--- src/rtl/qspi_resp_pkg.sv ---
// Shared opcodes, FSM state encoding and lane-enable patterns for the QSPI flash responder.
package qspi_resp_pkg;

  localparam logic [7:0] OP_READ  = 8'h03;
  localparam logic [7:0] OP_FREAD = 8'h0B;
  localparam logic [7:0] OP_QREAD = 8'h6B;
  localparam logic [7:0] OP_RDSR  = 8'h05;
  localparam logic [7:0] OP_RDID  = 8'h9F;
  localparam logic [7:0] OP_WREN  = 8'h06;
  localparam logic [7:0] OP_WRDI  = 8'h04;

  typedef enum logic [2:0] {
    ST_IDLE,
    ST_CMD,
    ST_ADDR,
    ST_DUMMY,
    ST_DATA,
    ST_IGNORE
  } state_t;

  localparam logic [3:0] OE_NONE   = 4'b0000;
  localparam logic [3:0] OE_SINGLE = 4'b0010;
  localparam logic [3:0] OE_QUAD   = 4'b1111;

  // Opcodes that carry an address and are served from backing memory.
  function automatic logic is_read_op(input logic [7:0] op);
    return (op == OP_READ) || (op == OP_FREAD) || (op == OP_QREAD);
  endfunction

endpackage

--- src/rtl/qspi_in_sync.sv ---
// Brings SCK, CS_n and data lines into the clk domain and derives one-cycle edge pulses.
module qspi_in_sync (
  input  logic       clk,
  input  logic       rst,
  input  logic       sck,
  input  logic       cs_n,
  input  logic [3:0] dat,
  output logic       sck_rise,
  output logic       sck_fall,
  output logic       cs_fall,
  output logic       cs_rise,
  output logic       cs_low,
  output logic [3:0] dat_s
);

  logic       sck_m, sck_s, sck_d;
  logic       cs_m, cs_s, cs_d;
  logic [3:0] dat_m;

  // Two-flop synchronizers plus one delayed copy for edge detection; CS idles high.
  always_ff @(posedge clk or posedge rst) begin
    if (rst) begin
      sck_m <= 1'b0;
      sck_s <= 1'b0;
      sck_d <= 1'b0;
      cs_m  <= 1'b1;
      cs_s  <= 1'b1;
      cs_d  <= 1'b1;
      dat_m <= '0;
      dat_s <= '0;
    end else begin
      sck_m <= sck;
      sck_s <= sck_m;
      sck_d <= sck_s;
      cs_m  <= cs_n;
      cs_s  <= cs_m;
      cs_d  <= cs_s;
      dat_m <= dat;
      dat_s <= dat_m;
    end
  end

  assign sck_rise = sck_s & ~sck_d;
  assign sck_fall = ~sck_s & sck_d;
  assign cs_fall  = ~cs_s & cs_d;
  assign cs_rise  = cs_s & ~cs_d;
  assign cs_low   = ~cs_s;

endmodule

--- src/rtl/qspi_flash_responder.sv ---
// QSPI flash target: decodes read/status/ID commands and serves read data from a word memory port.
module qspi_flash_responder #(
  parameter int unsigned ADDR_BITS    = 22,
  parameter logic [23:0] JEDEC_ID     = 24'hEF4018,
  parameter int unsigned DUMMY_CYCLES = 8
) (
  input  logic                 clk_int,
  input  logic                 rst_int,
  input  logic                 i_qspi_sck,
  input  logic                 i_qspi_cs_n,
  input  logic [3:0]           i_qspi_dat,
  output logic [3:0]           o_qspi_dat,
  output logic [3:0]           o_qspi_oe,
  output logic [ADDR_BITS-3:0] o_mem_addr,
  output logic                 o_mem_req,
  input  logic [31:0]          i_mem_rdata,
  input  logic                 i_mem_ack,
  output logic                 o_busy,
  output logic                 o_cmd_err,
  output logic                 o_underrun
);
  import qspi_resp_pkg::*;

  localparam int unsigned WA = ADDR_BITS - 2;
  localparam logic [4:0]  DUMMY_LAST = 5'(DUMMY_CYCLES - 1);

  logic           sck_rise, sck_fall, cs_fall, cs_rise, cs_low;
  logic [3:0]     din;
  logic           unused_din;
  state_t         state, state_nx;
  logic [4:0]     cnt;
  logic [ADDR_BITS-2:0] sr;
  logic [7:0]     op, opcode_now, byte_now, out_sr;
  logic [ADDR_BITS-1:0] addr, addr_now;
  logic [WA-1:0]  cur_waddr, eff_waddr, nxt_waddr;
  logic           wel, cur_valid, nxt_valid, rd_active, req_live;
  logic [1:0]     id_idx;
  logic [31:0]    cur_word, nxt_word;
  logic [2:0]     out_cnt;
  logic           cmd_done, addr_done, dummy_done, take_byte, quad, word_adv, ack_cur, ack_nxt;

  qspi_in_sync u_sync (
    .clk      (clk_int),
    .rst      (rst_int),
    .sck      (i_qspi_sck),
    .cs_n     (i_qspi_cs_n),
    .dat      (i_qspi_dat),
    .sck_rise (sck_rise),
    .sck_fall (sck_fall),
    .cs_fall  (cs_fall),
    .cs_rise  (cs_rise),
    .cs_low   (cs_low),
    .dat_s    (din)
  );

  // Commands and addresses arrive on lane 0 only.
  assign unused_din = ^din[3:1];

  // Phase decode and next-state selection; a CS rise overrides everything.
  always_comb begin
    opcode_now = {sr[6:0], din[0]};
    addr_now   = {sr, din[0]};
    cmd_done   = (state == ST_CMD)   && sck_rise && (cnt == 5'd7);
    addr_done  = (state == ST_ADDR)  && sck_rise && (cnt == 5'd23);
    dummy_done = (state == ST_DUMMY) && sck_rise && (cnt == DUMMY_LAST);
    state_nx   = state;
    case (state)
      ST_IDLE:  if (cs_fall) state_nx = ST_CMD;
      ST_CMD:   if (cmd_done) begin
                  if (is_read_op(opcode_now))                             state_nx = ST_ADDR;
                  else if (opcode_now == OP_RDSR || opcode_now == OP_RDID) state_nx = ST_DATA;
                  else                                                     state_nx = ST_IGNORE;
                end
      ST_ADDR:  if (addr_done)
                  state_nx = (op == OP_READ || DUMMY_CYCLES == 0) ? ST_DATA : ST_DUMMY;
      ST_DUMMY: if (dummy_done) state_nx = ST_DATA;
      default:  state_nx = state;
    endcase
    if (cs_rise) state_nx = ST_IDLE;
  end

  // Byte selection and prefetch bookkeeping; an ack is matched against the
  // word address as it will be after any word advance in the same cycle.
  always_comb begin
    quad      = (op == OP_QREAD);
    take_byte = (state == ST_DATA) && sck_fall && (out_cnt == 3'd0);
    cur_waddr = addr[ADDR_BITS-1:2];
    word_adv  = take_byte && is_read_op(op) && (addr[1:0] == 2'b11);
    eff_waddr = word_adv ? cur_waddr + WA'(1) : cur_waddr;
    nxt_waddr = eff_waddr + WA'(1);
    ack_cur   = i_mem_ack && o_mem_req && req_live && (o_mem_addr == eff_waddr);
    ack_nxt   = i_mem_ack && o_mem_req && req_live && (o_mem_addr == nxt_waddr);
    byte_now  = 8'hFF;
    if (op == OP_RDSR) begin
      byte_now = {6'b0, wel, 1'b0};
    end else if (op == OP_RDID) begin
      case (id_idx)
        2'd0:    byte_now = JEDEC_ID[23:16];
        2'd1:    byte_now = JEDEC_ID[15:8];
        default: byte_now = JEDEC_ID[7:0];
      endcase
    end else if (cur_valid) begin
      case (addr[1:0])
        2'd0:    byte_now = cur_word[7:0];
        2'd1:    byte_now = cur_word[15:8];
        2'd2:    byte_now = cur_word[23:16];
        default: byte_now = cur_word[31:24];
      endcase
    end
  end

  // FSM state register.
  always_ff @(posedge clk_int or posedge rst_int) begin
    if (rst_int) state <= ST_IDLE;
    else         state <= state_nx;
  end

  // Shift-in, output serialization, prefetch buffer and memory request handling.
  always_ff @(posedge clk_int or posedge rst_int) begin
    if (rst_int) begin
      o_qspi_dat <= '0;
      o_qspi_oe  <= OE_NONE;
      o_mem_addr <= '0;
      o_mem_req  <= 1'b0;
      o_busy     <= 1'b0;
      o_cmd_err  <= 1'b0;
      o_underrun <= 1'b0;
      cnt        <= '0;
      sr         <= '0;
      op         <= '0;
      wel        <= 1'b0;
      addr       <= '0;
      id_idx     <= '0;
      cur_word   <= '0;
      nxt_word   <= '0;
      cur_valid  <= 1'b0;
      nxt_valid  <= 1'b0;
      rd_active  <= 1'b0;
      req_live   <= 1'b0;
      out_sr     <= '0;
      out_cnt    <= '0;
    end else begin
      o_cmd_err  <= 1'b0;
      o_underrun <= 1'b0;
      o_busy     <= cs_low;

      if (sck_rise && (state inside {ST_CMD, ST_ADDR, ST_DUMMY})) begin
        sr  <= {sr[ADDR_BITS-3:0], din[0]};
        cnt <= cnt + 5'd1;
      end
      if (cs_fall) cnt <= '0;

      if (cmd_done) begin
        cnt     <= '0;
        op      <= opcode_now;
        id_idx  <= '0;
        out_cnt <= '0;
        if (opcode_now == OP_WREN)      wel <= 1'b1;
        else if (opcode_now == OP_WRDI) wel <= 1'b0;
        else if (!is_read_op(opcode_now) && opcode_now != OP_RDSR && opcode_now != OP_RDID)
          o_cmd_err <= 1'b1;
      end

      if (addr_done) begin
        cnt       <= '0;
        addr      <= addr_now;
        rd_active <= 1'b1;
        cur_valid <= 1'b0;
        nxt_valid <= 1'b0;
        if (!o_mem_req) begin
          o_mem_req  <= 1'b1;
          o_mem_addr <= addr_now[ADDR_BITS-1:2];
          req_live   <= 1'b1;
        end
      end

      if (take_byte) begin
        o_qspi_oe <= quad ? OE_QUAD : OE_SINGLE;
        if (quad) begin
          o_qspi_dat <= byte_now[7:4];
          out_sr     <= {byte_now[3:0], 4'b0};
          out_cnt    <= 3'd1;
        end else begin
          o_qspi_dat <= {2'b00, byte_now[7], 1'b0};
          out_sr     <= {byte_now[6:0], 1'b0};
          out_cnt    <= 3'd7;
        end
        if (op == OP_RDID) id_idx <= (id_idx == 2'd2) ? 2'd0 : id_idx + 2'd1;
        if (is_read_op(op)) begin
          addr <= addr + ADDR_BITS'(1);
          if (!cur_valid) o_underrun <= 1'b1;
          if (word_adv) begin
            cur_word  <= nxt_word;
            cur_valid <= nxt_valid;
            nxt_valid <= 1'b0;
          end
        end
      end else if (state == ST_DATA && sck_fall) begin
        o_qspi_dat <= quad ? out_sr[7:4] : {2'b00, out_sr[7], 1'b0};
        out_sr     <= quad ? {out_sr[3:0], 4'b0} : {out_sr[6:0], 1'b0};
        out_cnt    <= out_cnt - 3'd1;
      end

      if (o_mem_req && i_mem_ack) begin
        o_mem_req <= 1'b0;
        req_live  <= 1'b0;
        if (ack_cur) begin
          cur_word  <= i_mem_rdata;
          cur_valid <= 1'b1;
        end else if (ack_nxt) begin
          nxt_word  <= i_mem_rdata;
          nxt_valid <= 1'b1;
        end
      end else if (!o_mem_req && rd_active && !take_byte && !addr_done) begin
        if (!cur_valid) begin
          o_mem_req  <= 1'b1;
          o_mem_addr <= cur_waddr;
          req_live   <= 1'b1;
        end else if (!nxt_valid) begin
          o_mem_req  <= 1'b1;
          o_mem_addr <= cur_waddr + WA'(1);
          req_live   <= 1'b1;
        end
      end

      // End of transaction: an in-flight request completes but its data is dropped.
      if (cs_rise) begin
        o_qspi_oe  <= OE_NONE;
        o_qspi_dat <= '0;
        cur_valid  <= 1'b0;
        nxt_valid  <= 1'b0;
        rd_active  <= 1'b0;
        req_live   <= 1'b0;
        out_cnt    <= '0;
      end
    end
  end

endmodule

--- config.mk ---
export PLATFORM = sky130hd
export DESIGN_NAME = qspi_flash_responder
export DESIGN_NICKNAME = d
export VERILOG_FILES = /design/src/rtl/qspi_resp_pkg.sv /design/src/rtl/qspi_in_sync.sv /design/src/rtl/qspi_flash_responder.sv
export SDC_FILE = /design/constraint.sdc
export NUM_CORES = 1
export LEC_CHECK = 0
export BUFFER_PORTS_ARGS = -buffer_cell sky130_fd_sc_hd__buf_2
export CAP_MARGIN = 25
export CORE_AREA = 8 8 141 143
export DETAILED_ROUTE_END_ITERATION = 8
export DIE_AREA = 0 0 149 151
export GPL_ROUTABILITY_DRIVEN = 0
export GPL_TIMING_DRIVEN = 0
export HOLD_SLACK_MARGIN = 0.1
export PLACE_DENSITY = 0.8
export SLEW_MARGIN = 20
export SYNTH_ARGS = -nofsm -noshare
export SYNTH_HDL_FRONTEND = slang
export SYNTH_SLANG_ARGS = --single-unit
--- constraint.sdc ---
create_clock -name clk_int -period 6.4 [get_ports clk_int]
set_clock_uncertainty 0.2 [all_clocks]
set_input_delay 0.32 -clock clk_int [delete_from_list [all_inputs] [get_ports clk_int]]
set_output_delay 0.32 -clock clk_int [all_outputs]
set_load 0.005 [all_outputs]
==> metrics.yaml <==
layout:
  drive_gt1_frac: 0.1744
  area_growth_pct: 15.61
  num-fill-cells: 1345
  final_util: 0.7021
  diodes: 0
  nNetsFinal: 1318
  instances_no_fill: 1508
worst_setup_path:
  worstSetupStartpointType: "register"
  reg2regPathDepth: 21
  r2r_end: "nxt_word[13]"
  cp.required_ns: 6.52
  critPathArrivalTime_ns: 6.27
  crit_path_start: "out_cnt[0]"
  rr_startpoint: "out_cnt[0]"
  r2r_slack_ns: 0.25
  cp-endpoint: "nxt_word[13]"
  path_class: "reg -> reg"
  end_kind: "register"
  cp_max_fo: 18
job:
  cap_violations: 0
timing:
  worst_pin_slew_ns: 1.041
  fmax_mhz: 162.7
  slew_headroom: 0.3057
  timing.hold.ws_ns: 0.1551
  timing_max_transition_violations_final: 0
  hold_violations: 0
  setup_violations: 0
  period_minus_slack_ns: 6.148
  finalCritPeriodShare: 0.9606
  rsz0062_at_grt: "false"
placement:
  placedCellCount: 1440
  port_buffers: 69
  hpwl_um: 22730
clocking:
  clock-sinks: 178
  clock_latency_ns: 0.46
  cts_tree: "built"
  clk_pin_slew_ns: 0.08
  numCtsBuffers: 17
  clockBufferDepth: 2
  clock-root-buffer: "clkbuf_16"
  cts_resized: 0
  htree_levels: 4
grt:
  grt_usage: 0.3029
  overflow: 0
  grt_pass1_vias: 9662
  grt_max_degree: 72
  grt_pass1_wl_um: 52720
  antenna_found_initial: 0
power:
  p_per_area_mw_per_mm2: 221.1
  cellLeakagePower_nw: 5.991
  peakVddDrop_uv: 192.6
synth:
  synth_edf_count: 0
  avgSynthCellArea_um2: 9.406
  syn_nets: 1192
  synth_seq_area_share: 0.4158
  async_reset_ff_frac: 1.000
  syn_area_mm2: 0.01072
  ys_warn_count: 0
  syn_inst: 1140
  ys_seq_elements: 178
  yosys.cell_types.count: 78
  ys.flop_type: "dfrtp_1"
floorplan:
  core_area_mm2: 0.01766
  die_area_mm2: 0.02250
  row_count: 49
  fp.dieW_um: 149
  io_pins: 73
  chipHeight_um: 151
  start_util: 0.6073
hold_path:
  min_path_type: "reg -> reg"
drt:
  drc: 0
  avgViaCountPerCell: 6.630
  vias: 9998
  post_drt_wl_per_cell_um: 22.31
  first_pass_iters: 9
  totalWireLength_um: 33650
  drtIter0Drc: 1176
  antenna_left: 0
outcome:
  status: "completed"
==> worst min-delay path by stage <==
stage / start / endpoint / depth (start not counted)
after floorplan: i_qspi_cs_n / u_sync.cs_m / 0
after global placement: u_sync.dat_m[0] / u_sync.dat_s[0] / 0
after detailed placement: rst_int / o_busy / 2
after CTS: u_sync.sck_m / u_sync.sck_s / 0
after global routing: u_sync.cs_m / u_sync.cs_s / 0
final: u_sync.sck_m / u_sync.sck_s / 0
==> stage by stage <==
stage | area (µm²) | total power, mW | setup TNS, ns | setup WS [ns]
6_report | 12400 | 2.741 | 0 | 0.2525
5_1_grt | 12400 | 2.844 | 0 | 0.05718
4_1_cts | 12400 | 2.731 | 0 | 0.5416
3_5_place_dp | 11420 | 1.652 | 0 | 0.02741
3_3_place_gp | 11350 | 1.632 | -166.06 | -0.9626
2_1_floorplan | 10720 | 1.529 | 0 | 1.055
==> cell usage in the layout (no fill, tap or decap), types with 11 or more instances in the layout <==
cell           instances
a21oi_1               66
mux2i_1               28
xor2_1                17
nand4_1               18
dfrtp_1              175
mux2_1                30
clkbuf_16             17
nor3_1                49
nor2_1               102
o22ai_1               24
or3_1                 11
o21ai_0               37
a211oi_1              17
buf_2                 81
inv_1                 16
nand3_1               28
mux2_4                29
nand2b_1              14
ha_1                  11
xnor2_1               28
and3_1                11
mux2_2                43
dlygate4sd3_1         37
clkbuf_1              49
a31oi_1               11
nand2_1              156
==> worst max-delay path, stage by stage (launching register included) <==
cell and delay [ns]:
dfrtp_1 0.37, inv_1 0.05, ha_1 0.19, ha_1 0.17, buf_4 0.16, and4b_1 0.22, and4_1 0.21, buf_2 0.17
nand2_4 0.29, buf_1 0.52, xnor2_1 0.21, ha_1 0.17, clkbuf_1 0.28, and3_1 0.23, o21ai_1 0.20, nor4_1 0.45
a22oi_1 0.15, nor3_1 0.27, nand3_1 0.20, nor4_4 0.64, buf_6 0.26, mux2_1 0.39
==> area by class of cell <==
| class | count | area (µm²) | area share |
|---|---|---|---|
| Buffer | 78 | 386.6 | 0.03119 |
| Clock buffer | 17 | 425.4 | 0.03432 |
| Clock inverter | 15 | 182.7 | 0.01474 |
| Inverter | 17 | 71.32 | 0.005753 |
| Multi-Input combinational cell | 866 | 5816 | 0.4691 |
| Sequential cell | 178 | 4458 | 0.3596 |
| Tap cell | 229 | 286.5 | 0.02311 |
| Timing Repair Buffer | 108 | 770.7 | 0.06217 |
==> timing repair <==
item                                    in CTS  in global routing
hold buffers                                37                  0
hold endpoints to repair                   173                  0
endpoints found under the setup margin       1                  0
buffers inserted                             0                  0
==> routing by layer <==
| metal | wire (µm) | share of wire | up-vias | GRT usage |
|---|---|---|---|---|
| li1 | - | - | 4388 | - |
| met1 | 12780 | 0.38 | 4759 | 0.3769 |
| met2 | 15230 | 0.45 | 691 | 0.4667 |
| met3 | 3608 | 0.11 | 160 | 0.07947 |
| met4 | 2024 | 0.060 | 0 | 0.1848 |
| met5 | 0 | 0 | - | 0 |
==> Yosys cell counts (5+ instances only) <==
cell type,instances,share of area
and3_1,11,0.0064
mux2_2,43,0.045
o22ai_1,24,0.014
nand4b_1,5,0.0041
and2_1,6,0.0035
o211ai_1,5,0.0035
nor4_1,10,0.0058
o31ai_1,8,0.0056
buf_2,12,0.0056
nor2b_1,6,0.0035
nand4_1,18,0.011
nor3_1,50,0.023
or3_1,11,0.0064
inv_1,17,0.0060
or4_1,7,0.0049
nand3_1,28,0.013
nand2_1,156,0.055
a211oi_1,17,0.012
mux2_1,30,0.032
a22oi_1,10,0.0070
xnor2_1,28,0.023
nor2_1,102,0.036
a21oi_1,66,0.031
dfrtp_1,175,0.41
mux2_4,29,0.041
o21ai_0,37,0.017
mux2i_1,28,0.026
buf_6,8,0.0084
nand2b_1,14,0.0082
and4_1,5,0.0041
a222oi_1,8,0.0075
buf_4,5,0.0035
clkbuf_1,50,0.018
a21o_1,8,0.0056
ha_1,11,0.013
xor2_1,17,0.014
a31oi_1,11,0.0064
==> report_power, final <==
| part | switching (mW) | internal [mW] |
|---|---|---|
| clock | 0.545 | 0.533 |
| sequential | 0.0758 | 1.19 |
| combinational | 0.245 | 0.152 |
==> registers in the layout, indices dropped and copies added, names as in the netlist, 2 cells and up <==
signal and cells:
id_idx 2, nxt_word 32, o_mem_addr 20, out_sr 7, out_cnt 3, addr 22, o_qspi_oe 2, o_qspi_dat 4
sr 21, cur_word 32, cnt 5, op 8, state 3
==> kinds of logic (layout without fill, tap and decap cells) <==
logic type / count (synthesis) / after routing / synth area share
buf+inv: 96 / 235 / 0.04236
xor+xnor: 49 / 49 / 0.04399
mux: 131 / 131 / 0.1455
flops: 178 / 178 / 0.4158
fa+ha+maj: 11 / 11 / 0.01284
compound gates: 225 / 225 / 0.1359
simple gates: 450 / 450 / 0.2036
(Power assumes the default switching activity.)
